==> config.mk <==
export PLATFORM = sky130hd
export DESIGN_NAME = cam_config
export DESIGN_NICKNAME = d
export VERILOG_FILES = /design/src/rtl/cam_config.sv
export SDC_FILE = /design/constraint.sdc
export NUM_CORES = 1
export LEC_CHECK = 0
export CORE_MARGIN = 2
export CORE_UTILIZATION = 54
export CTS_CLUSTER_DIAMETER = 100
export DETAILED_ROUTE_END_ITERATION = 10
export PLACE_DENSITY = 0.85
export REMOVE_ABC_BUFFERS = 1
export SKIP_CTS_REPAIR_TIMING = 1
export SLEW_MARGIN = 10
export SYNTH_ARGS = -nofsm -noshare
export SYNTH_HDL_FRONTEND = slang
export SYNTH_SLANG_ARGS = --single-unit
==> constraint.sdc <==
create_clock -name i_Clk -period 6.55 [get_ports i_Clk]
set_input_delay 0.655 -clock i_Clk [delete_from_list [all_inputs] [get_ports i_Clk]]
set_output_delay 0.655 -clock i_Clk [all_outputs]
set_load 0.1 [all_outputs]
==> src/rtl/cam_config.sv <==
// -----------------------------------------------------------------------------
// cam_config
//
// Walks the OV7670 register ROM from address 0 and hands each entry to the
// SCCB master as one register write.
//
// ROM entry format: [15:8] register address, [7:0] register data.
//   16'hFFFF  end marker: the run finishes.
//   16'hFFF0  delay marker: a settle wait is inserted.
//   other     written as-is. This includes address 0xFF with any data
//             other than F0/FF.
//
// If no end marker is found, the run stops after entry 255 has been
// processed. The ROM address never wraps.
//
// Build option:
//   CAM_CONFIG_DELAY_EN  When defined, a delay marker waits DLY_CYC clocks,
//                        where DLY_CYC = (CLK_F/1000)*DELAY_MS.
//                        When undefined, a delay marker is skipped with no
//                        wait and no write. This keeps simulation fast.
//
// Parameters:
//   CLK_F     i_Clk frequency in Hz
//   DELAY_MS  settle time in ms for a delay entry
//
// Ports:
//   i_Clk         system clock
//   i_Rst         synchronous, active-low reset
//   i_Start       level; starts a run when sampled high in IDLE or DONE
//   o_Rom_Addr    ROM address
//   i_Rom_Data    ROM entry; valid one cycle after the ROM samples the address
//   o_SCCB_Start  one-cycle write request to the SCCB master
//   o_SCCB_Addr   register address; held until the master is ready again
//   o_SCCB_Data   register data; held until the master is ready again
//   i_SCCB_Ready  master idle; drops after a request, rises when the write is done
//   o_Busy        high in every state except IDLE and DONE
//   o_Done        high in DONE
// -----------------------------------------------------------------------------
module cam_config #(
    parameter int CLK_F    = 25_000_000,
    parameter int DELAY_MS = 10
) (
    input  logic        i_Clk,
    input  logic        i_Rst,
    input  logic        i_Start,
    output logic [7:0]  o_Rom_Addr,
    input  logic [15:0] i_Rom_Data,
    output logic        o_SCCB_Start,
    output logic [7:0]  o_SCCB_Addr,
    output logic [7:0]  o_SCCB_Data,
    input  logic        i_SCCB_Ready,
    output logic        o_Busy,
    output logic        o_Done
);

    localparam int DLY_CYC = (CLK_F / 1000) * DELAY_MS;
    localparam int CNT_W   = (DLY_CYC > 0) ? $clog2(DLY_CYC + 1) : 1;

    localparam logic [CNT_W-1:0] CNT_ZERO = CNT_W'(0);
    localparam logic [CNT_W-1:0] CNT_ONE  = CNT_W'(1);
`ifdef CAM_CONFIG_DELAY_EN
    localparam logic [CNT_W-1:0] CNT_LOAD = CNT_W'(DLY_CYC);
`endif

    localparam logic [15:0] END_MARK = 16'hFFFF;
    localparam logic [15:0] DLY_MARK = 16'hFFF0;
    localparam logic [7:0]  LAST_ADDR = 8'hFF;

    typedef enum logic [3:0] {
        ST_IDLE     = 4'd0,
        ST_FETCH    = 4'd1,
        ST_ROM_WAIT = 4'd2,
        ST_DECODE   = 4'd3,
        ST_TX_REQ   = 4'd4,
        ST_TX_GAP   = 4'd5,
        ST_TX_WAIT  = 4'd6,
        ST_DELAY    = 4'd7,
        ST_NEXT     = 4'd8,
        ST_DONE     = 4'd9
    } state_t;

    state_t           state_q,      state_d;
    logic [7:0]       rom_addr_q,   rom_addr_d;
    logic [7:0]       sccb_addr_q,  sccb_addr_d;
    logic [7:0]       sccb_data_q,  sccb_data_d;
    logic             sccb_start_q, sccb_start_d;
    logic             busy_q,       busy_d;
    logic             done_q,       done_d;
    logic [CNT_W-1:0] dly_cnt_q,    dly_cnt_d;

    // Compute the next state, the datapath updates and the registered output values.
    always_comb begin
        state_d      = state_q;
        rom_addr_d   = rom_addr_q;
        sccb_addr_d  = sccb_addr_q;
        sccb_data_d  = sccb_data_q;
        sccb_start_d = 1'b0;
        dly_cnt_d    = dly_cnt_q;

        case (state_q)
            ST_IDLE, ST_DONE: begin
                if (i_Start) begin
                    rom_addr_d = 8'h00;
                    state_d    = ST_FETCH;
                end else begin
                    state_d    = state_q;
                end
            end

            // FETCH and ROM_WAIT cover the registered ROM read latency.
            ST_FETCH: begin
                state_d = ST_ROM_WAIT;
            end

            ST_ROM_WAIT: begin
                state_d = ST_DECODE;
            end

            ST_DECODE: begin
                if (i_Rom_Data == END_MARK) begin
                    state_d = ST_DONE;
                end else if (i_Rom_Data == DLY_MARK) begin
`ifdef CAM_CONFIG_DELAY_EN
                    dly_cnt_d = CNT_LOAD;
                    state_d   = ST_DELAY;
`else
                    state_d   = ST_NEXT;
`endif
                end else begin
                    sccb_addr_d = i_Rom_Data[15:8];
                    sccb_data_d = i_Rom_Data[7:0];
                    state_d     = ST_TX_REQ;
                end
            end

            // The request is raised only when the master reports idle.
            ST_TX_REQ: begin
                if (i_SCCB_Ready) begin
                    sccb_start_d = 1'b1;
                    state_d      = ST_TX_GAP;
                end else begin
                    state_d      = ST_TX_REQ;
                end
            end

            // Ready may still read high for one cycle after the request.
            // It is ignored here so a stale "idle" is not taken as completion.
            ST_TX_GAP: begin
                state_d = ST_TX_WAIT;
            end

            ST_TX_WAIT: begin
                if (i_SCCB_Ready) begin
                    state_d = ST_NEXT;
                end else begin
                    state_d = ST_TX_WAIT;
                end
            end

            // The counter is loaded with DLY_CYC and leaves on the cycle it holds 1.
            // This gives exactly DLY_CYC cycles in this state.
            ST_DELAY: begin
                if (dly_cnt_q <= CNT_ONE) begin
                    dly_cnt_d = CNT_ZERO;
                    state_d   = ST_NEXT;
                end else begin
                    dly_cnt_d = dly_cnt_q - CNT_ONE;
                    state_d   = ST_DELAY;
                end
            end

            // Stop after the last ROM entry instead of wrapping to address 0.
            ST_NEXT: begin
                if (rom_addr_q == LAST_ADDR) begin
                    state_d    = ST_DONE;
                end else begin
                    rom_addr_d = rom_addr_q + 8'd1;
                    state_d    = ST_FETCH;
                end
            end

            default: begin
                state_d = ST_IDLE;
            end
        endcase
    end

    // Status outputs are decoded from the next state so they line up with the state register.
    always_comb begin
        busy_d = 1'b0;
        done_d = 1'b0;
        if ((state_d == ST_IDLE) || (state_d == ST_DONE)) begin
            busy_d = 1'b0;
        end else begin
            busy_d = 1'b1;
        end
        if (state_d == ST_DONE) begin
            done_d = 1'b1;
        end else begin
            done_d = 1'b0;
        end
    end

    // State, datapath and output registers with synchronous active-low reset.
    always_ff @(posedge i_Clk) begin
        if (!i_Rst) begin
            state_q      <= ST_IDLE;
            rom_addr_q   <= 8'h00;
            sccb_addr_q  <= 8'h00;
            sccb_data_q  <= 8'h00;
            sccb_start_q <= 1'b0;
            busy_q       <= 1'b0;
            done_q       <= 1'b0;
            dly_cnt_q    <= CNT_ZERO;
        end else begin
            state_q      <= state_d;
            rom_addr_q   <= rom_addr_d;
            sccb_addr_q  <= sccb_addr_d;
            sccb_data_q  <= sccb_data_d;
            sccb_start_q <= sccb_start_d;
            busy_q       <= busy_d;
            done_q       <= done_d;
            dly_cnt_q    <= dly_cnt_d;
        end
    end

    assign o_Rom_Addr   = rom_addr_q;
    assign o_SCCB_Addr  = sccb_addr_q;
    assign o_SCCB_Data  = sccb_data_q;
    assign o_SCCB_Start = sccb_start_q;
    assign o_Busy       = busy_q;
    assign o_Done       = done_q;

endmodule

==> metrics, run 1 <==
status finished clean; Post-Place Cells 329; post-synthesis sequential area ratio 44.7%; Final period util 41.6%; routed len/inst 13.8 microns; routed wire length 4640 microns; initial antenna violation count 0; clk buf depth 2; most frequent cells in the layout nor2_1, dfxtp_1, clkdlybuf4s50_1; largest net degree at the start of global routing 24; Tot GR Track Use 21.7%; synth unique cells 42; Synth Cell Area 0.00219 sq mm; Hold WC Path Type reg2reg; Synth Area in XOR/XNOR 9.58%; max_cap viols 0; actual slew at the worst max-slew pin 1210 ps; Syn. warnings 0; LEAKAGE 0.000991 uW; ant diodes 0; Non-Filler Instances 336; num ports 47; Die Span X 67.8 microns; Synth Area in Compound Gates 5.82%; syn_area_per_cell 8.99 sq um; P&R area growth vs syn 25.6%; DP Worst Slack 3740 ps; fin crit period 2720 ps; VDD IR-drop max 0.151 mV; DRC violations left 0; Pwr Density 202 mW/mm^2; Clock Latency Late Sink 300 ps; Final Hold Viols 0; required time of the critical path 6720 ps; relative slew slack 18.5%; Critical Path Sink Type flop; Primary FF master, synth dfxtp_1; CTS H-tree depth 2; reg2reg path depth 5; PnR worst setup slack 3830 ps; Worst Path Class, Setup reg2reg; skew final 4.37 ps; proportion of layout cells with a drive suffix above 1 6.29%; setup TNS 0 ps; RD Place Congestion 0.802; starting DRC count in detailed routing 72; Pre-antenna DRT Iters 4; placed wire-length estimate 3230 microns; vias in the first global route 1,722; post-synthesis adder-cell area fraction 2.17%; CTS tree done; asr flop ratio synth 0%; Final nets 309; drt via density 5.51; CP Max Fanout 18; Slew Limit Fails 0; multiplexer area fraction after synthesis 7.75%; post-route ant nets 0; Starting Density 55.7%; Worst Setup Start Kind flop; Post-Synth Simple-Gate Area 26.6%; Cells on Worst Hold Path 2; fmax 367 MHz; IO Port Bufs 46; total gr overflow 0; leading cell type in the layout, fill and taps excluded nor2_1; clk root buf clkbuf_8; Num CTS Buffers 5; first-pass GRT wire length 7460 microns; clk sink count 49; post-synthesis register bit count 49; Core ar. 0.00394 sq mm; Post-synth EDFFs 0; Reg clk slew, reported paths 80 ps; # setup viols final 0; Synth Instances 244; vias 1,850; setup repair after global routing missed its margin false; die area 0.00459 sq mm; combinational family with the most area after synthesis simple AND/OR/NAND/NOR gates; Worst EP arrival 2890 ps; Die Y 67.8 microns; Rows 23
==> stage by stage <==
stage               hold WS, ps  util [%]  total power, uW  area, sq um
CTS                         478      69.9              560         2760
global route                493      69.9              576         2760
detailed placement          463      67.7              384         2670
finish                      477      69.9              556         2760
floorplan                   443         -              358         2140
global placement            451      67.7              383         2670
==> final timing paths <==
kind	endpoint	slack (ps)	startpoint
hold reg to reg	dly_cnt_q[9]	480	dly_cnt_q[9]
setup reg to reg	o_SCCB_Addr[1]	3830	state_q[0]
setup / recovery	o_SCCB_Addr[1]	3830	state_q[0]
hold / removal	dly_cnt_q[9]	480	dly_cnt_q[9]
==> synth_stat cells, types with 2 or more instances <==
cell type	number	share of area, %
nor4_1	4	1.1
and3_1	3	0.86
clkbuf_1	5	0.86
nor2_1	54	9.2
nor3_1	4	0.91
xor2_1	13	5.2
buf_2	5	1.1
or2_2	2	0.57
xnor2_1	11	4.4
nand4_1	9	2.6
nand3_1	8	1.8
and2_1	4	1.1
or3b_2	2	0.80
or3_1	2	0.57
nor4b_1	2	0.80
dfxtp_1	49	45
a31oi_1	3	0.86
nand2_1	8	1.4
inv_1	6	1.0
mux2i_1	17	7.8
a21oi_1	5	1.1
or4_1	2	0.68
or4_4	3	1.5
o21ai_0	3	0.68
ha_1	3	1.7
==> state kept, by name, indices dropped and copies added (netlist names) <==
register / count
o_SCCB_Data: 8
state_q: 4
o_Rom_Addr: 8
o_SCCB_Addr: 8
dly_cnt_q: 18
o_SCCB_Start: 1
o_Done: 1
o_Busy: 1
==> where the power goes <==
group	switching, uW	leakage (uW)	internal, uW
clock	93.9	0.0000443	83.9
combinational	44.9	0.000551	25.6
sequential	5.66	0.000396	302
==> metal layers <==
metal / up-vias / track usage, % / wire length (microns)
met5: - / 0 / 0
met4: 0 / 9.69 / 85
met3: 14 / 5.67 / 262
met2: 47 / 36.6 / 2250
met1: 862 / 25.8 / 2050
li1: 927 / - / -
==> worst max-delay path, cell delays in order (launching register included) <==
cell,delay [ps]
dfxtp_1,540
inv_1,170
nor4_1,520
a21boi_2,1010
mux2i_1,290
nor2_1,60
==> cell families after synthesis <==
group                      after synthesis
muxes                                   17
buffers and inverters                   17
AOI/OAI and AO/OA                       19
adders and majority gates                4
DFF                                     49
and+or+nand+nor                        114
xor gates and xnor gates                24
==> cell type report <==
type	instances	area, sq um
multi-input combinational	178	1140
sequential	49	981
tap	50	62.6
timing repair buffer	46	460
fill	325	1190
clock buffer	7	86.3
inverter	6	22.5
(Power assumes the default switching activity.)
==> run 2: changes to the inputs <==
Settings changed: CORE_UTILIZATION 54 to 45, PLACE_DENSITY 0.85 to 0.76.
Clock period 6.55 ns to 2.5 ns, I/O delays scaled along.
==> run 2 against run 1 <==
- first-iteration DRC count is 18% higher
- sequential cell count stayed put
- total power grew to 2.7 times the previous value
- count of clock-buffer cells in the layout stayed put
- non-clock buffer count is 10 higher
==> metrics, run 2 (synthesis results as in run 1) <==
Hold WC Path Type reg2reg; clk root buf clkbuf_8; Final Hold Viols 0 (unchanged); Die Y 73.8 microns (+9.0%); crit path cell chain or4_4 -> or4_4 -> or4_4 -> nand2_2 -> nor2_1; routed len/inst 12.3 microns (-11%); required time of the critical path 2680 ps (-4040 ps); Starting Density 46.5% (-9.2 points); Most flops, register dly_cnt_q; # setup viols final 0 (unchanged); Core ar. 0.00472 sq mm (+20%); proportion of layout cells with a drive suffix above 1 19.2% (+13 points); Fin Hold WS 468 ps (-8.35 ps); CP Max Fanout 17 (-1); status finished clean; num ports 47 (unchanged); CP max stage delay 570 ps (-440 ps); relative slew slack 66.1% (+48 points); R2R Setup Slk 110 ps (-3710 ps); post-route ant nets 0 (unchanged); LEAKAGE 0.00110 uW (+12%); Worst Path Buf+Inv 0 (-1); setup TNS 0 ps (unchanged); first-pass GRT wire length 7470 microns (+0.19%); max_cap viols 0 (unchanged); design area 0.00280 sq mm (+1.6%); worst r2r src dly_cnt_q[10]; Rows 25 (+8.7%); Final period util 95.5% (+54 points); IO Port Bufs 46 (unchanged); crit path launch dly_cnt_q[10]; Slew Limit Fails 0 (unchanged); CTS H-tree depth 2 (unchanged); area of the multi-input gates 0.00114 sq mm (unchanged); P&R area growth vs syn 27.6%; Total Power Consumption 1490 uW (+170%); fmax 419 MHz (+14%); clk buf depth 2 (unchanged); Reg-to-Reg End dly_cnt_q[6]; Worst Path Class, Setup reg2reg; VDD IR-drop max 0.305 mV (+100%); drt via density 5.11 (-7.1%); CP max stage cell or4_4; Critical Path Sink Type flop; actual slew at the worst max-slew pin 504 ps (-711 ps); leading cell type in the layout, fill and taps excluded nor2_1; setup repair after global routing missed its margin false; placed wire-length estimate 3310 microns (+2.7%); max reg flops 18 (unchanged); RD Place Congestion 0.849 (+5.8%); Final nets 319 (+3.2%); Pre-antenna DRT Iters 4 (unchanged); Reg clk slew, reported paths 80 ps (about the same); reg2reg path depth 5 (unchanged); Clock Latency Late Sink 300 ps (about the same); starting DRC count in detailed routing 85 (+18%); Tot GR Track Use 17.6% (-4.1 points); clk sink count 49 (unchanged); Num CTS Buffers 5 (unchanged); Pwr Density 532 mW/mm^2 (+160%); routed wire length 4470 microns (-3.7%); hold endpoint dly_cnt_q[9]; ant diodes 0 (unchanged); Cells on Worst Hold Path 2 (unchanged); fin crit period 2390 ps (-337 ps); Die Span X 73.8 microns (+9.0%); CTS tree done; Placed Area 0.00270 sq mm (+1.1%); Reg area 981 sq um (unchanged); Crit path top cell by count or4_4; vias 1,861 (+0.59%); largest net degree at the start of global routing 18 (-25%); Top Family by Delay on Critical Path simple AND/OR/NAND/NOR gates; total gr overflow 0 (unchanged); most frequent cells in the layout nor2_1, dfxtp_1, buf_4; Worst EP arrival 2570 ps (-320 ps); HP Start dly_cnt_q[9]; DRC violations left 0 (unchanged); die area 0.00545 sq mm (+19%); vias in the first global route 1,661 (-3.5%); initial antenna violation count 0 (unchanged); skew final 8.69 ps (+4.32 ps); Worst Setup Start Kind flop; # fillers 425 (+31%)
-- run 2: worst reg2reg max path: cells and delay by family, from the launching register on --
| family | cells | cell delay [ps] |
|---|---|---|
| DFF | 1 | 350 |
| and+or+nand+nor | 5 | 1910 |
-- run 2: layer usage --
| metal | global-route usage [%] | vias to the layer above | wire length (microns) |
|---|---|---|---|
| met2 | 28.0 | 47 | 2070 |
| li1 | - | 940 | - |
| met3 | 3.84 | 8 | 227 |
| met4 | 7.07 | 0 | 93 |
| met1 | 23.1 | 866 | 2080 |
| met5 | 0 | - | 0 |
-- run 2: how the worst max path moves through the flow --
| stage | end | slack [ps] | cells after the start |
|---|---|---|---|
| after detailed placement | dly_cnt_q[7] | 140 | 5 |
| final | dly_cnt_q[6] | 110 | 5 |
| after global routing | dly_cnt_q[8] | 4 | 5 |
| after CTS | dly_cnt_q[6] | 90 | 5 |
| after floorplan | o_SCCB_Addr[0] | -810 | 5 |
| after global placement | dly_cnt_q[4] | 170 | 5 |
-- run 2: cell type report --
type / count / share of cell area, %
Timing Repair Buffer: 56 / 16.7
Inverter: 6 / 0.804
Multi-Input combinational cell: 178 / 40.8
Clock buffer: 7 / 3.44
Sequential cell: 49 / 35.0
Tap cell: 67 / 2.99
Clock inverter: 1 / 0.179
-- run 2: where the power goes --
group | leakage, uW | switching (uW) | internal [uW]
registers | 0.000396 | 10.3 | 792
clock network | 0.0000542 | 248 | 250
logic | 0.000655 | 120 | 69.1
total | 0.00110 | 378 | 1110
-- run 2: through the flow --
step | std cells | worst slack (ps) | util [%]
final | 364 | 113 | 59.3
after global routing | 364 | 4.24 | 59.3
after CTS | 364 | 91.9 | 59.3
after detailed placement | 356 | 145 | 57.1
after global placement | 356 | 172 | 57.1
after floorplan | 233 | -813 | -
==> RTL edit 1: new RTL, flow settings as in run 2 <==
Re-encode `state_t` (10 states) as Gray code, 4 bits wide.
--- a/src/rtl/cam_config.sv
+++ b/src/rtl/cam_config.sv
@@ -67,16 +67,16 @@
     localparam logic [7:0]  LAST_ADDR = 8'hFF;
 
     typedef enum logic [3:0] {
-        ST_IDLE     = 4'd0,
-        ST_FETCH    = 4'd1,
-        ST_ROM_WAIT = 4'd2,
-        ST_DECODE   = 4'd3,
-        ST_TX_REQ   = 4'd4,
-        ST_TX_GAP   = 4'd5,
-        ST_TX_WAIT  = 4'd6,
-        ST_DELAY    = 4'd7,
-        ST_NEXT     = 4'd8,
-        ST_DONE     = 4'd9
+        ST_IDLE     = 4'b0000,
+        ST_FETCH    = 4'b0001,
+        ST_ROM_WAIT = 4'b0011,
+        ST_DECODE   = 4'b0010,
+        ST_TX_REQ   = 4'b0110,
+        ST_TX_GAP   = 4'b0111,
+        ST_TX_WAIT  = 4'b0101,
+        ST_DELAY    = 4'b0100,
+        ST_NEXT     = 4'b1100,
+        ST_DONE     = 4'b1101
     } state_t;
 
     state_t           state_q,      state_d;
Behaviour: same outputs for any inputs over 10 cycles, from zero or initial values and one cycle with i_Rst low; not proved beyond that.
==> RTL edit 1 against run 2 <==
  * Design area fell by 0.80%
  * Area after synthesis increased by 0.40%
  * Global-route usage up 0.42 points
  * Core utilization fell by 0.48 points
  * Setup slack gained 0.22 ns
  * Routed wire length grew 1.2%
  * Sequential cell count did not move
  * Critical path type unchanged
  * Largest cell class unchanged
  * Highest routed layer unchanged
Power is not compared: it rests on default switching activity, and its combinational part moved more than twofold at a synthesized area within 25%.
==> RTL edit 1: results (changes against run 2) <==
global_routing:
  antenna_found_initial: 0  # unchanged
  grt_pass1_wl_um: 7640  # was 7470 µm
  grt_max_degree: 19  # was 18
  grtUsageTotal_pct: 18.0  # was 17.6%
critical_path:
  r2r_cells: 5  # unchanged
  r2r-start: "dly_cnt_q[8]$_SDFFE_PN0P_"  # was dly_cnt_q[10]$_SDFFE_PN0N_
  crit_fanout: 18  # was 17
  reg2reg_to: "dly_cnt_q[14]$_SDFFE_PN0P_"  # was dly_cnt_q[6]$_SDFFE_PN0N_
  crit_arrival_ns: 2.36  # was 2.57 ns
clock_network:
  cts_made_buffers: 5  # unchanged
  clockBufferDepth: 2  # unchanged
  ctsHtreeMaxLevel: 2  # unchanged
  clkLatencyLatePin_ns: 0.30  # about the same
  root_buffer: "clkbuf_8"  # unchanged
  clkTransAtPathRegs_ns: 0.08  # about the same
hold_path:
  hold_path_class: "reg2reg"  # unchanged
  worstHoldStart: "dly_cnt_q[7]$_SDFFE_PN0P_"  # was dly_cnt_q[9]$_SDFFE_PN0N_
  hold_depth: 2  # unchanged
  min_to: "dly_cnt_q[7]$_SDFFE_PN0P_"  # was dly_cnt_q[9]$_SDFFE_PN0N_
place:
  port_buffers: 46  # unchanged
  gp_congestion: 0.792  # was 0.849
  dpl.hpwl_um: 3290  # was 3310 µm
routing:
  drt-initial-drc-count: 92  # was 85
  first_pass_iters: 4  # unchanged
  num_vias: 1838  # was 1,861
  wirelength_um: 4520  # was 4470 µm
logic_synthesis:
  synth_cell_types: 45  # was 42
  seq_area_frac_synth_pct: 44.5  # was 44.7%
  synth.area.top_cells: "dfxtp_1, nor2_1, mux2i_1, xnor2_1, nand4_1"  # was dfxtp_1, nor2_1, mux2i_1, xor2_1, xnor2_1
  yosysWarnings: 0  # unchanged
  synthArstFlopShare_pct: 0  # unchanged
  ys_top_cells_by_count: "nor2_1, dfxtp_1, xnor2_1"  # was nor2_1, dfxtp_1, mux2i_1
  ys.flop_type: "dfxtp_1"  # unchanged
sta:
  fin_ws_ns: 0.333  # was 0.113 ns
  hold_viol: 0  # unchanged
  finClkSkew_ns: 0.00463  # was 0.00869 ns
  max_slew_margin_pct: 65.2  # was 66.1%
power_and_ir_drop:
  p_leak_uw: 0.00109
  ir_drop_mv: 0.485
cells_and_area:
  largest_reg_flops: 18  # unchanged
  antenna-diode-count: 0  # unchanged
  drive_gt1_share_pct: 15.4  # was 19.2%
  largest-register: "dly_cnt_q"  # unchanged
  fin_nets: 314  # was 319
run_status:
  status: "completed"  # unchanged
RTL edit 1: worst max-delay path, stage by stage (launching register included):
cell and delay (ns):
dfxtp_1 0.35, or4_1 0.54, or2_1 0.30, or4_4 0.59, nand2_4 0.20, nor2_1 0.08
RTL edit 1: cell families (layout without fill, tap and decap cells):
logic type	count (synthesis)	count (layout)	synth area share, %
buffers and inverters	15	65	3.75
and+or+nand+nor	112	112	25.8
xor gates and xnor gates	23	23	9.14
DFF	49	49	44.5
muxes	17	17	7.72
adders and majority gates	3	3	1.70
AOI/OAI and AO/OA	23	23	7.38
RTL edit 1: cell type report:
class	instances	area, µm²
multi-input cells	178	1140
inverters	6	22.5
repair buffers	51	430
clock buffers	7	86.3
clock inverters	1	30.0
flip-flops and latches	49	981
fillers	427	1950
well taps	67	83.8
RTL edit 1: per-stage QoR:
stage / area, µm² / hold WS [ns] / cells / utilization [%] / total power [µW]
6_report: 2780 / 0.474 / 359 / 58.8 / 2570
5_1_grt: 2780 / 0.504 / 359 / 58.8 / 2720
4_1_cts: 2780 / 0.482 / 359 / 58.8 / 2590
3_5_place_dp: 2660 / 0.470 / 351 / 56.3 / 2010
3_3_place_gp: 2660 / 0.453 / 351 / 56.3 / 1990
2_1_floorplan: 2140 / 0.378 / 233 / - / 1780
RTL edit 1: metal layers:
layer / wire length, µm / GRT usage [%]
met1: 2020 / 20.3
met2: 2260 / 32.5
met3: 174 / 5.28
met4: 57 / 5.86
met5: 0 / 0
RTL edit 1: how the worst max path moves through the flow:
| stage | end | cells past startpoint | start |
|---|---|---|---|
| 2_1_floorplan | o_SCCB_Addr[0]$_SDFFE_PN0P_ | 5 | state_q[1]$_SDFF_PN0_ |
| 3_3_place_gp | dly_cnt_q[1]$_SDFFE_PN0P_ | 5 | dly_cnt_q[8]$_SDFFE_PN0P_ |
| 3_5_place_dp | dly_cnt_q[14]$_SDFFE_PN0P_ | 5 | dly_cnt_q[8]$_SDFFE_PN0P_ |
| 4_1_cts | dly_cnt_q[14]$_SDFFE_PN0P_ | 5 | dly_cnt_q[8]$_SDFFE_PN0P_ |
| 5_1_grt | dly_cnt_q[5]$_SDFFE_PN0P_ | 5 | dly_cnt_q[8]$_SDFFE_PN0P_ |
| 6_report | dly_cnt_q[14]$_SDFFE_PN0P_ | 5 | dly_cnt_q[8]$_SDFFE_PN0P_ |
RTL edit 1: report_power, final:
part,switching (µW),total [µW],internal [µW]
registers,111,1010,899
logic,638,978,340
clock network,255,581,326
==> RTL edit 2: new RTL, settings of run 2 <==
Made on the original files. The parameter `DELAY_MS` goes from 10 to 11.
--- a/src/rtl/cam_config.sv
+++ b/src/rtl/cam_config.sv
@@ -38,7 +38,7 @@
 // -----------------------------------------------------------------------------
 module cam_config #(
     parameter int CLK_F    = 25_000_000,
-    parameter int DELAY_MS = 10
+    parameter int DELAY_MS = 11
 ) (
     input  logic        i_Clk,
     input  logic        i_Rst,
Check against the original RTL: no difference found for any inputs over 10 cycles, from zero or initial values and one cycle with i_Rst low; that may be too few to reach the edited logic, so the function may still have changed.
==> RTL edit 2 against run 2 <==
  * Sequential cell count is 1 higher
  * Die area up 6.8%
  * Power rose by 6.1%
  * Design area increased by 6.1%
  * Routed wire length increased by 8.1%
  * Sequential share of layout area decreased by 1.3 points
  * Area after synthesis grew 7.2%
  * Count of clock-buffer cells in the layout shrank 2
  * Clock power increased by 12%
  * Via count grew 6.0%
  * Sequential power rose by 3.0%
  * Largest cell class unchanged
  * Setup slack improved by 0.28 ns
==> RTL edit 2: results (changes against run 2) <==
routing:
  wirelength_um: 4830  # was 4470 µm
  num_vias: 1973  # was 1,861
  vias_per_cell: 5.21  # was 5.11
  first_pass_iters: 4  # unchanged
  drt-initial-drc-count: 99  # was 85
global_routing:
  antenna_found_initial: 0  # unchanged
  grtUsageTotal_pct: 17.5  # was 17.6%
  grt_pass1_wl_um: 8490  # was 7470 µm
  grt_pass1_vias: 1887  # was 1,661
  grt_max_degree: 19  # was 18
run_status:
  status: "completed"  # unchanged
sta:
  finClkSkew_ns: 0.00668  # was 0.00869 ns
  fmax_mhz: 475  # was 419 MHz
  holdWs_ns: 0.501  # was 0.468 ns
  max_slew_margin_pct: 60.5  # was 66.1%
hold_path:
  min_to: "o_SCCB_Data[6]$_SDFFE_PN0P_"  # was dly_cnt_q[9]$_SDFFE_PN0N_
  hold_depth: 2  # unchanged
  hold_path_class: "reg2reg"  # unchanged
  worstHoldStart: "o_SCCB_Data[6]$_SDFFE_PN0P_"  # was dly_cnt_q[9]$_SDFFE_PN0N_
clock_network:
  root_buffer: "clkbuf_8"  # unchanged
  cts_made_buffers: 5  # unchanged
  clockBufferDepth: 2  # unchanged
cells_and_area:
  fin_nets: 331  # was 319
  largest_reg_flops: 19  # was 18
  nFillCells: 480  # was 425
  drive_gt1_share_pct: 19.7  # was 19.2%
critical_path:
  r2r_cells: 5  # unchanged
  crit_arrival_ns: 2.33  # was 2.57 ns
  start_kind: "flip-flop"  # unchanged
  r2r_slack_ns: 0.39  # was 0.11 ns
  reg2reg_to: "o_Busy$_SDFF_PN0_"  # was dly_cnt_q[6]$_SDFFE_PN0N_
  crit_fanout: 7  # was 17
  r2r-start: "dly_cnt_q[11]$_SDFFE_PN0N_"  # was dly_cnt_q[10]$_SDFFE_PN0N_
power_and_ir_drop:
  ir_drop_mv: 0.290  # was 0.305 mV
  p_leak_uw: 0.00113  # was 0.00110 µW
place:
  dp_cells: 371  # was 356
  post-place-ws_ns: 0.296  # was 0.145 ns
  dpl.hpwl_um: 3530  # was 3310 µm
  gp_congestion: 0.828  # was 0.849
logic_synthesis:
  ys_top_cells_by_count: "dfxtp_1, nor2_1, mux2i_1"  # was nor2_1, dfxtp_1, mux2i_1
  netlist_instances: 257  # was 244
  yosysWarnings: 0  # unchanged
  seq_area_frac_synth_pct: 42.6  # was 44.7%
  synth_cell_types: 50  # was 42
  synth.area.top_cells: "dfxtp_1, nor2_1, mux2i_1, xor2_1, xnor2_1"  # unchanged
floorplan:
  chipWidth_um: 76.3  # was 73.8 µm
RTL edit 2: cell count changes after synthesis, sizes merged, moves of 3 or more:
cell and change:
or4 -3, nand3b +3, a211oi +4, nor2 -8
inv +6, nor4 +3, clkbuf -3, a21oi +4
nor3 +3
RTL edit 2: where the power goes:
group          switching [µW]  internal [µW]  total (µW)  leakage, µW
registers                17.1            808         826     0.000404
clock network             266            295         560    0.0000579
logic                     121           73.8         195     0.000663
total                     403           1180        1580      0.00113
RTL edit 2: area by class of cell:
cell class                      instances  area, µm²  area share, %
Clock buffer                            5       68.8           2.32
Clock inverter                          3       40.0           1.35
Inverter                               12       45.0           1.52
Multi-Input combinational cell        185       1260           42.5
Sequential cell                        50       1000           33.7
Tap cell                               70       87.6           2.95
Timing Repair Buffer                   54        465           15.7
RTL edit 2: per-layer routing:
metal  GRT usage (%)  wire (µm)  vias to the layer above
li1                -          -                     1003
met1            23.1       2330                      934
met2            28.6       2260                       28
met3            3.55        150                        8
met4            6.18         82                        0
met5               0          0                        -
RTL edit 2: critical path, cell delays in order, from the launching register on:
cell	delay, ns
dfxtp_1	0.38
or4_4	0.60
nor4_4	0.27
a31oi_2	0.22
or2_4	0.31
a221oi_2	0.25
RTL edit 2: through the flow:
stage | area (µm²) | util [%]
after CTS | 2970 | 58.5
after floorplan | 2300 | -
after detailed placement | 2860 | 56.4
final | 2970 | 58.5
after global routing | 2970 | 58.5
after global placement | 2860 | 56.4
RTL edit 2: cells by family (layout without fill, tap and decap cells):
logic type,after synthesis,after routing,share of synthesized area (%)
fa+ha+maj,3,3,1.60
compound gates,31,31,9.52
xor+xnor,21,21,7.82
mux,17,17,7.29
buf+inv,22,74,3.94
simple gates,113,113,27.3
flops,50,50,42.6
